`src/rtl/mem_arb_pkg.sv`:
```
// rtl/mem_arb_pkg.sv - shared types, latency defaults and write-mask helper for mem_channel_arbiter
package mem_arb_pkg;

    typedef enum logic [1:0] {
        IDLE    = 2'd0,
        RD_WAIT = 2'd1,
        WR_WAIT = 2'd2
    } arb_state_t;

    localparam int DEF_READ_LAT  = 2;
    localparam int DEF_WRITE_LAT = 1;

    // (1<<size)-1 evaluated in 9 bits; sizes at or beyond the data width
    // select every bit. Callers cast the result down to their data width.
    function automatic logic [31:0] size_mask(input logic [3:0] size, input int data_w);
        logic [8:0] m9;
        m9 = (9'd1 << size) - 9'd1;
        if (int'(size) >= data_w) begin
            size_mask = '1;
        end else begin
            size_mask = {23'd0, m9};
        end
    endfunction

endpackage

```
`src/rtl/rr_arb2.sv`:
```
// rtl/rr_arb2.sv - two-way round-robin selector with one-hot grant
// Ports: clock, reset (async active-low); req[1:0] requests; advance commits the
//        current grant and moves the pointer away from the winner; grant[1:0] one-hot.
module rr_arb2 (
    input  logic       clock,
    input  logic       reset,
    input  logic [1:0] req,
    input  logic       advance,
    output logic [1:0] grant
);

    logic ptr;

    // The pointer only matters on a tie; a lone requester always wins.
    always_comb begin
        grant = req;
        if (req == 2'b11) begin
            grant = ptr ? 2'b10 : 2'b01;
        end
    end

    // Pointing at the loser (not merely toggling) bounds starvation to one
    // transaction even when the same channel wins several times alone.
    always_ff @(posedge clock or negedge reset) begin
        if (!reset) begin
            ptr <= 1'b0;
        end else if (advance && (|grant)) begin
            ptr <= grant[0];
        end
    end

endmodule

```
`src/rtl/mem_channel_arbiter.sv`:
```
// rtl/mem_channel_arbiter.sv - two-channel round-robin arbiter onto one single-port memory
// Optional feature: define MEM_ARB_PROTOCOL_CHECK_EN for the sticky requester-protocol err flag.
// Ports: clock; reset (async active-low);
//        req_oe/req_we/req_addr/req_wdata/req_size  per-channel request fields (channel c = slice c);
//        req_rdata/req_rdy                           per-channel read data and completion pulse;
//        mem_oe/mem_we/mem_addr/mem_wdata/mem_mask   memory strobes and registered fields;
//        mem_rdata                                   memory data, valid READ_LAT cycles after mem_oe;
//        err                                         sticky protocol error.
module mem_channel_arbiter
    import mem_arb_pkg::*;
#(
    parameter int ADDR_W    = 7,
    parameter int DATA_W    = 8,
    parameter int READ_LAT  = DEF_READ_LAT,
    parameter int WRITE_LAT = DEF_WRITE_LAT
) (
    input  logic                  clock,
    input  logic                  reset,
    input  logic [1:0]            req_oe,
    input  logic [1:0]            req_we,
    input  logic [2*ADDR_W-1:0]   req_addr,
    input  logic [2*DATA_W-1:0]   req_wdata,
    input  logic [7:0]            req_size,
    output logic [2*DATA_W-1:0]   req_rdata,
    output logic [1:0]            req_rdy,
    output logic                  mem_oe,
    output logic                  mem_we,
    output logic [ADDR_W-1:0]     mem_addr,
    output logic [DATA_W-1:0]     mem_wdata,
    output logic [DATA_W-1:0]     mem_mask,
    input  logic [DATA_W-1:0]     mem_rdata,
    output logic                  err
);

    // cnt is 0 in the strobe cycle, so a read completes when cnt reaches
    // READ_LAT and a write completes WRITE_LAT-1 cycles after its strobe.
    localparam logic [3:0] RD_LAST = 4'(READ_LAT);
    localparam logic [3:0] WR_LAST = 4'(WRITE_LAT - 1);

    arb_state_t          state;
    arb_state_t          state_nxt;
    logic [3:0]          cnt;
    logic                ch_q;
    logic [ADDR_W-1:0]   addr_q;
    logic [DATA_W-1:0]   wdata_q;
    logic [DATA_W-1:0]   mask_q;
    logic [2*DATA_W-1:0] rdata_q;

    logic [1:0]          req_any;
    logic [1:0]          grant;
    logic                idle_take;
    logic                gch;
    logic                g_rd;
    logic [ADDR_W-1:0]   g_addr;
    logic [DATA_W-1:0]   g_wdata;
    logic [3:0]          g_size;
    logic                rd_done;
    logic                wr_done;

    assign req_any   = req_oe | req_we;
    assign idle_take = (state == IDLE) && (|req_any);

    rr_arb2 u_rr (
        .clock   (clock),
        .reset   (reset),
        .req     (req_any),
        .advance (idle_take),
        .grant   (grant)
    );

    // oe takes precedence, so a channel driving oe and we together reads.
    assign gch     = grant[1];
    assign g_rd    = |(grant & req_oe);
    assign g_addr  = gch ? req_addr[ADDR_W +: ADDR_W]   : req_addr[0 +: ADDR_W];
    assign g_wdata = gch ? req_wdata[DATA_W +: DATA_W] : req_wdata[0 +: DATA_W];
    assign g_size  = gch ? req_size[7:4]               : req_size[3:0];

    assign rd_done = (state == RD_WAIT) && (cnt == RD_LAST);
    assign wr_done = (state == WR_WAIT) && (cnt == WR_LAST);

    always_ff @(posedge clock or negedge reset) begin
        if (!reset) begin
            state <= IDLE;
        end else begin
            state <= state_nxt;
        end
    end

    always_comb begin
        state_nxt = state;
        mem_oe    = (state == RD_WAIT) && (cnt == 4'd0);
        mem_we    = (state == WR_WAIT) && (cnt == 4'd0);
        req_rdy   = 2'b00;
        req_rdata = rdata_q;
        case (state)
            IDLE:    if (idle_take) state_nxt = g_rd ? RD_WAIT : WR_WAIT;
            RD_WAIT: if (rd_done)   state_nxt = IDLE;
            WR_WAIT: if (wr_done)   state_nxt = IDLE;
            default: state_nxt = IDLE;
        endcase
        if (rd_done || wr_done) begin
            req_rdy = ch_q ? 2'b10 : 2'b01;
        end
        // Memory data is only valid in the completion cycle itself, so it is
        // forwarded combinationally and captured into the hold register.
        if (rd_done) begin
            if (ch_q) begin
                req_rdata[DATA_W +: DATA_W] = mem_rdata;
            end else begin
                req_rdata[0 +: DATA_W] = mem_rdata;
            end
        end
    end

    always_ff @(posedge clock or negedge reset) begin
        if (!reset) begin
            cnt     <= '0;
            ch_q    <= 1'b0;
            addr_q  <= '0;
            wdata_q <= '0;
            mask_q  <= '0;
            rdata_q <= '0;
        end else begin
            if (idle_take) begin
                cnt     <= '0;
                ch_q    <= gch;
                addr_q  <= g_addr;
                wdata_q <= g_wdata;
                mask_q  <= DATA_W'(size_mask(g_size, DATA_W));
            end else if (state != IDLE) begin
                cnt <= cnt + 4'd1;
            end
            if (rd_done) begin
                if (ch_q) begin
                    rdata_q[DATA_W +: DATA_W] <= mem_rdata;
                end else begin
                    rdata_q[0 +: DATA_W] <= mem_rdata;
                end
            end
        end
    end

    assign mem_addr  = addr_q;
    assign mem_wdata = wdata_q;
    assign mem_mask  = mask_q;

`ifdef MEM_ARB_PROTOCOL_CHECK_EN
    logic                err_q;
    logic [1:0]          pend_q;
    logic [2*ADDR_W-1:0] addr_prev;
    logic [1:0]          addr_moved;

    // A channel is pending from the cycle it raises a request until the
    // cycle its req_rdy is seen; its address must not move in between.
    always_comb begin
        addr_moved[0] = pend_q[0] && req_any[0] &&
                        (req_addr[0 +: ADDR_W] != addr_prev[0 +: ADDR_W]);
        addr_moved[1] = pend_q[1] && req_any[1] &&
                        (req_addr[ADDR_W +: ADDR_W] != addr_prev[ADDR_W +: ADDR_W]);
    end

    always_ff @(posedge clock or negedge reset) begin
        if (!reset) begin
            err_q     <= 1'b0;
            pend_q    <= 2'b00;
            addr_prev <= '0;
        end else begin
            err_q     <= err_q | (|(req_oe & req_we)) | (|addr_moved);
            pend_q    <= req_any & ~req_rdy;
            addr_prev <= req_addr;
        end
    end

    assign err = err_q;
`else
    assign err = 1'b0;
`endif

endmodule

```
`config.mk`:
```
export PLATFORM = sky130hd
export DESIGN_NAME = mem_channel_arbiter
export DESIGN_NICKNAME = d
export VERILOG_FILES = /design/src/rtl/mem_arb_pkg.sv /design/src/rtl/rr_arb2.sv /design/src/rtl/mem_channel_arbiter.sv
export SDC_FILE = /design/constraint.sdc
export NUM_CORES = 1
export LEC_CHECK = 0
export CORE_UTILIZATION = 39
export DETAILED_ROUTE_END_ITERATION = 6
export PLACE_DENSITY_LB_ADDON = 0.3
export REMOVE_ABC_BUFFERS = 1
export SYNTH_ARGS = -nofsm -noshare
export SYNTH_HDL_FRONTEND = slang
export SYNTH_SLANG_ARGS = --single-unit
export TNS_END_PERCENT = 1
```
`constraint.sdc`:
```
create_clock -name clock -period 2.5 [get_ports clock]
set_input_delay 0.5 -clock clock [delete_from_list [all_inputs] [get_ports clock]]
set_output_delay 0.5 -clock clock [all_outputs]
set_load 0.01 [all_outputs]
```
; After elaboration in Yosys (flattened, before gate mapping)
; Index checks and enable logic that the tools add are counted.
; W data, S select, Z words.
[totals]
register_bits = 47
in_bits = 52
wordCells = 53
[op_classes]
addsub = 2
magnitude_cmp = 1
n_eq_ne = 7
shifts = 1
mux = 18
bitwise = 2
n_reduce_logical = 14
[op_table]
columns = operator, count
row1 = $mux W8, 4
row2 = $mux W16, 1
row3 = $mux W2, 8
row4 = $mux W4, 3
row5 = $shl A1 B4 Y8 const A, 1
row6 = $sub A8 B1 Y8 const B, 1
row7 = $mux W7, 1
row8 = $pmux W2 S3, 1
row9 = $reduce_or A2 Y1, 3
row10 = $logic_and A1 B1 Y1, 5
row11 = $add A4 B1 Y4 const B, 1
row12 = $eq A2 B2 Y1 const B, 2
row13 = $eq A4 B2 Y1 const B, 1
row14 = $ge A4 B4 Y1 const B, 1
row15 = $logic_not A4 Y1, 1
row16 = $ne A2 B2 Y1 const B, 2
row17 = $reduce_bool A2 Y1, 2
row18 = $reduce_and A3 Y1, 1
row19 = $and A2 B2 Y2, 1
row20 = $eq A2 B1 Y1 const B, 1
row21 = $logic_not A2 Y1, 1
row22 = $ne A2 B1 Y1 const B, 1
row23 = $or A2 B2 Y2, 1
row24 = $logic_or A1 B1 Y1, 1

; Longest topological paths before layout
[logic_depth]
depth_word = 8
mapped_depth = 13
depth_no_buf = 10

; By module
; From an unflattened synthesis, not the netlist that was laid out.
[hier_totals]
cells_unflattened = 210
hier_area_um2 = 2260.9
[modules_own_cells]
columns = mod, n_inst, cells_per_inst, area_per_inst_um2, seq_area_each_um2
row1 = mem_channel_arbiter, 1, 204, 2205.9, 1151.1
row2 = rr_arb2, 1, 6, 55.1, 25.0

; Worst setup path before layout
; No wires, ideal clock.
[synth_path]
kind = input to register
startpoint = input req_we[0]
endpoint = register mask_q[4] (netlist: mem_mask[4])
setup_time_ps = 123
arrival_ps = 2569
path_slack_ps = -192
path_stages = 10
path_cell_list = o21ba_1 or2_1 buf_6 buf_6 buf_2 a31oi_1 ha_1 mux4_2 a221oi_2 nor2_1
[synth_via]
elab_chain_cells = 7
elab_cells_between_ends = 10
cone_classes = add/sub: 1 / order compare: 1 / eq/ne: 1 / shift: 1 / mux: 3 / bitwise: 1 / reduce/logical: 2
[synth_rtl]
columns = element, line
row1 = from (decl), mem_channel_arbiter.sv:20  ; input logic [1:0] req_we,
row2 = $or A2 B2 Y2 *, mem_channel_arbiter.sv:60  ; assign req_any = req_oe | req_we;
row3 = $eq A2 B2 Y1, rr_arb2.sv:17  ; if (req == 2'b11) begin
row4 = $mux W2, rr_arb2.sv:17
row5 = $mux W4, mem_channel_arbiter.sv:76  ; assign g_size = gch ? req_size[7:4] : req_size[3:0];
row6 = $shl A1 B4 Y8, mem_arb_pkg.sv:17  ; m9 = (9'd1 << size) - 9'd1;
row7 = $sub A8 B1 Y8, mem_arb_pkg.sv:17
row8 = $mux W8, mem_arb_pkg.sv:18  ; if (int'(size) >= data_w) begin
row9 = to (signal assigned), mem_channel_arbiter.sv:129  ; mask_q <= DATA_W'(size_mask(g_size, DATA_W));
row10 = to (decl), mem_channel_arbiter.sv:46  ; logic [DATA_W-1:0] mask_q;
; Every way passes the cells marked *; elsewhere a longest branch is shown, timed or not.
; A chain may end at the register's enable or synchronous reset.

; Final worst setup path
; Ends and elaborated chain as after synthesis.

==> out/qor.yml <==
drcViolationCount: 0
grt_overflow: 0
grt_pass1_vias: 2206
max_freq_mhz: 401.0
avgSynthCellArea_um2: 10.43
synth_simple_gate_area_share_pct: 14.34
yosysWarningCount: 0
worstSkewPairLatency_ns: 0.29
r2r_start: "u_rr.ptr"
synth_area_leaders: "dfrtp_1, mux2_2, mux2i_1, nand2_1, o21ai_0"
nets: 408
dieArea_mm2: 0.006471
die_h_um: 80.45
grt_use_total_pct: 20.05
placed_area_mm2: 0.003587
wl_per_cell_um: 14.10
synth-seq-cells: 47
synth_edf_count: 0
hpwl_mm: 4.539
grt_max_degree: 29
startpoint: "req_we[0]"
ys_types: 43
routed_wl_mm: 6.034
synth_top_family_by_area: "multiplexers"
min_path_type: "input port to async pin"
clk_pin_slew_ns: 0.09
cp_max_fo: 6
drive_gt1_share_pct: 24.08
final-max-slew-violation-count: 0
arrival_ns: 2.68
synth-async-reset-ratio_pct: 100.0
ctsHtreeMaxLevel: 2
numCtsBuffers: 5
synth_flop_cell: "dfrtp_1"
n_antenna_cell: 0
die_w_um: 80.45
yosysMostFrequentCell: "dfrtp_1"
worstMarginPinSlew_ns: 0.5320
fin_crit_sh_pct: 99.74
avgViaCountPerCell: 5.049
rows: 28
clk_path_buf_depth: 2
final.setup_skew_ns: 0.002291
seq_area_frac_synth_pct: 49.01
setup.worst_path.start_class: "input port"
end_kind: "flop"
synthAdderAreaFrac_pct: 2.086
finalWorstSetupSlack_ns: 0.006466
place.gp.congestion: 0.8671
cts-hold-fix-buffers: 0
syn_inst: 230
start_util_pct: 40.53
fin_crit_ns: 2.494
yosys.area_share.xor_xnor_pct: 0.7299
p_leak_nw: 1.696
worst-setup-path-type: "input port to flop"
r2r-end: "mem_mask[4]"
hold_viol: 0
design_area_mm2: 0.003780
synth.area.mux_share_pct: 17.00
rsz0062_at_grt: "true"
vias: 2161
synth-compound-area-share_pct: 12.88
pre_cts_slack_ns: -0.3691
max-cap-violations: 0
power_mw: 3.953
grt_pass1_wl_mm: 10.04
yosysTopAreaCellShare_pct: 49.01
ir_worst_vdd_uv: 573.1
status: "completed"
rr_worst_depth: 8
dr.pass1.iters: 4
io_pins: 96
fillers: 510
slew_headroom_pct: 64.54
core_area_mm2: 0.005921
yosys.area.top_type: "dfrtp_1"
cellPowerDensity_mw_per_mm2: 1046
postRouteAntennaNets: 0
synth_common_cells: "dfrtp_1, nand2_1, o21ai_0"
netlist_area_mm2: 0.002400
clock-root-buffer: "clkbuf_8"
tritoncts: "done"
setup_viol_count_final: 0
drtIter0Drc: 80
area_growth_syn_to_layout_pct: 57.51
rrSetupSlack_ns: 0.27
io_buffers: 94
antenna_found_initial: 0
cts.sinks: 47
worstPathRequired_ns: 2.68
==> how the worst max path moves through the flow <==
stage | to | slack [ns]
floorplan | mem_mask[4] | -0.57
global placement | mem_mask[4] | -0.27
detailed placement | mem_mask[4] | -0.37
CTS | req_rdata[4] | -0.03
global route | mem_mask[4] | -0.10
finish | mem_mask[4] | 0.006
==> stage by stage <==
step                      hold WS, ns  std cells  util [%]  TNS [ns]
after global routing           0.2030        428     63.84   -0.1440
final                          0.1754        428     63.84         0
after global placement         0.4551        416     60.59   -0.3959
after CTS                      0.1869        427     62.72   -0.1022
after floorplan                0.2044        218         -   -0.9085
after detailed placement       0.4631        416     60.59   -0.6998
==> cells in the final DEF, fill, tap and decap left out, drive strengths merged, types with 2 or more instances in the layout <==
| cell | synthesis | routed |
|---|---|---|
| and3 | 2 | 2 |
| dlymetal6s2s | 0 | 2 |
| mux2 | 20 | 20 |
| or2 | 2 | 2 |
| nand2 | 31 | 31 |
| nor2b | 2 | 2 |
| nand3 | 2 | 2 |
| inv | 5 | 5 |
| buf | 7 | 38 |
| nor3 | 5 | 5 |
| nor2 | 20 | 20 |
| dfrtp | 47 | 47 |
| o21ai | 24 | 24 |
| mux2i | 16 | 16 |
| clkbuf | 5 | 9 |
| a21oi | 10 | 10 |
| dlygate4sd2 | 0 | 9 |
| o31ai | 2 | 2 |
| a31oi | 4 | 4 |
| clkdlybuf4s50 | 0 | 74 |
| ha | 4 | 4 |
| xor2 | 2 | 2 |
==> flip-flops by register name (all words and copies together), names as in the netlist <==
name and count:
ch_q 1, cnt 4, mem_addr 7, mem_mask 8
mem_wdata 8, rdata_q 16, state 2, u_rr.ptr 1
==> power by group <==
part / internal, mW / switching (mW)
sequential: 1.12 / 0.194
clock: 0.226 / 0.255
combinational: 1.17 / 0.982
==> cell families (layout without fill, tap and decap cells) <==
logic type | count (synthesis) | in the layout
compound gates | 49 | 49
xor+xnor | 2 | 2
fa+ha+maj | 4 | 4
buf+inv | 17 | 140
flops | 47 | 47
mux | 37 | 37
other cells | 1 | 1
simple gates | 73 | 73
==> critical path: stages <==
cell             delay [ns]
clkdlybuf4s50_1        0.44
o21ba_1                0.21
or2_4                  0.27
nor3_2                 0.23
a31oi_2                0.06
ha_2                   0.21
mux4_2                 0.42
a221oi_2               0.24
nor2_1                 0.07
==> routing by layer <==
layer	part of all wire (%)	track usage [%]	wire, um
met2	48	33.90	2908
met3	8.1	5.795	491
met4	1.1	5.536	65
met5	0	0	0
met1	43	24.77	2569
==> area by class of cell <==
| class | count | area, um^2 | share of cell area, % |
|---|---|---|---|
| Multi-Input combinational cell | 166 | 1205 | 31.88 |
| Clock buffer | 6 | 82.58 | 2.185 |
| Sequential cell | 47 | 1176 | 31.12 |
| Inverter | 5 | 18.77 | 0.4965 |
| Timing Repair Buffer | 127 | 1187 | 31.41 |
| Tap cell | 75 | 93.84 | 2.483 |
| Clock inverter | 2 | 16.27 | 0.4303 |
==> what timing repair did <==
item                                    4_1_cts  5_1_grt
endpoints found under the setup margin       19       11
buffers inserted                              3        1
endpoints found under the hold margin         0        0
resized for setup                            32       31
pin swaps                                     1        2
(Power assumes the default switching activity.)
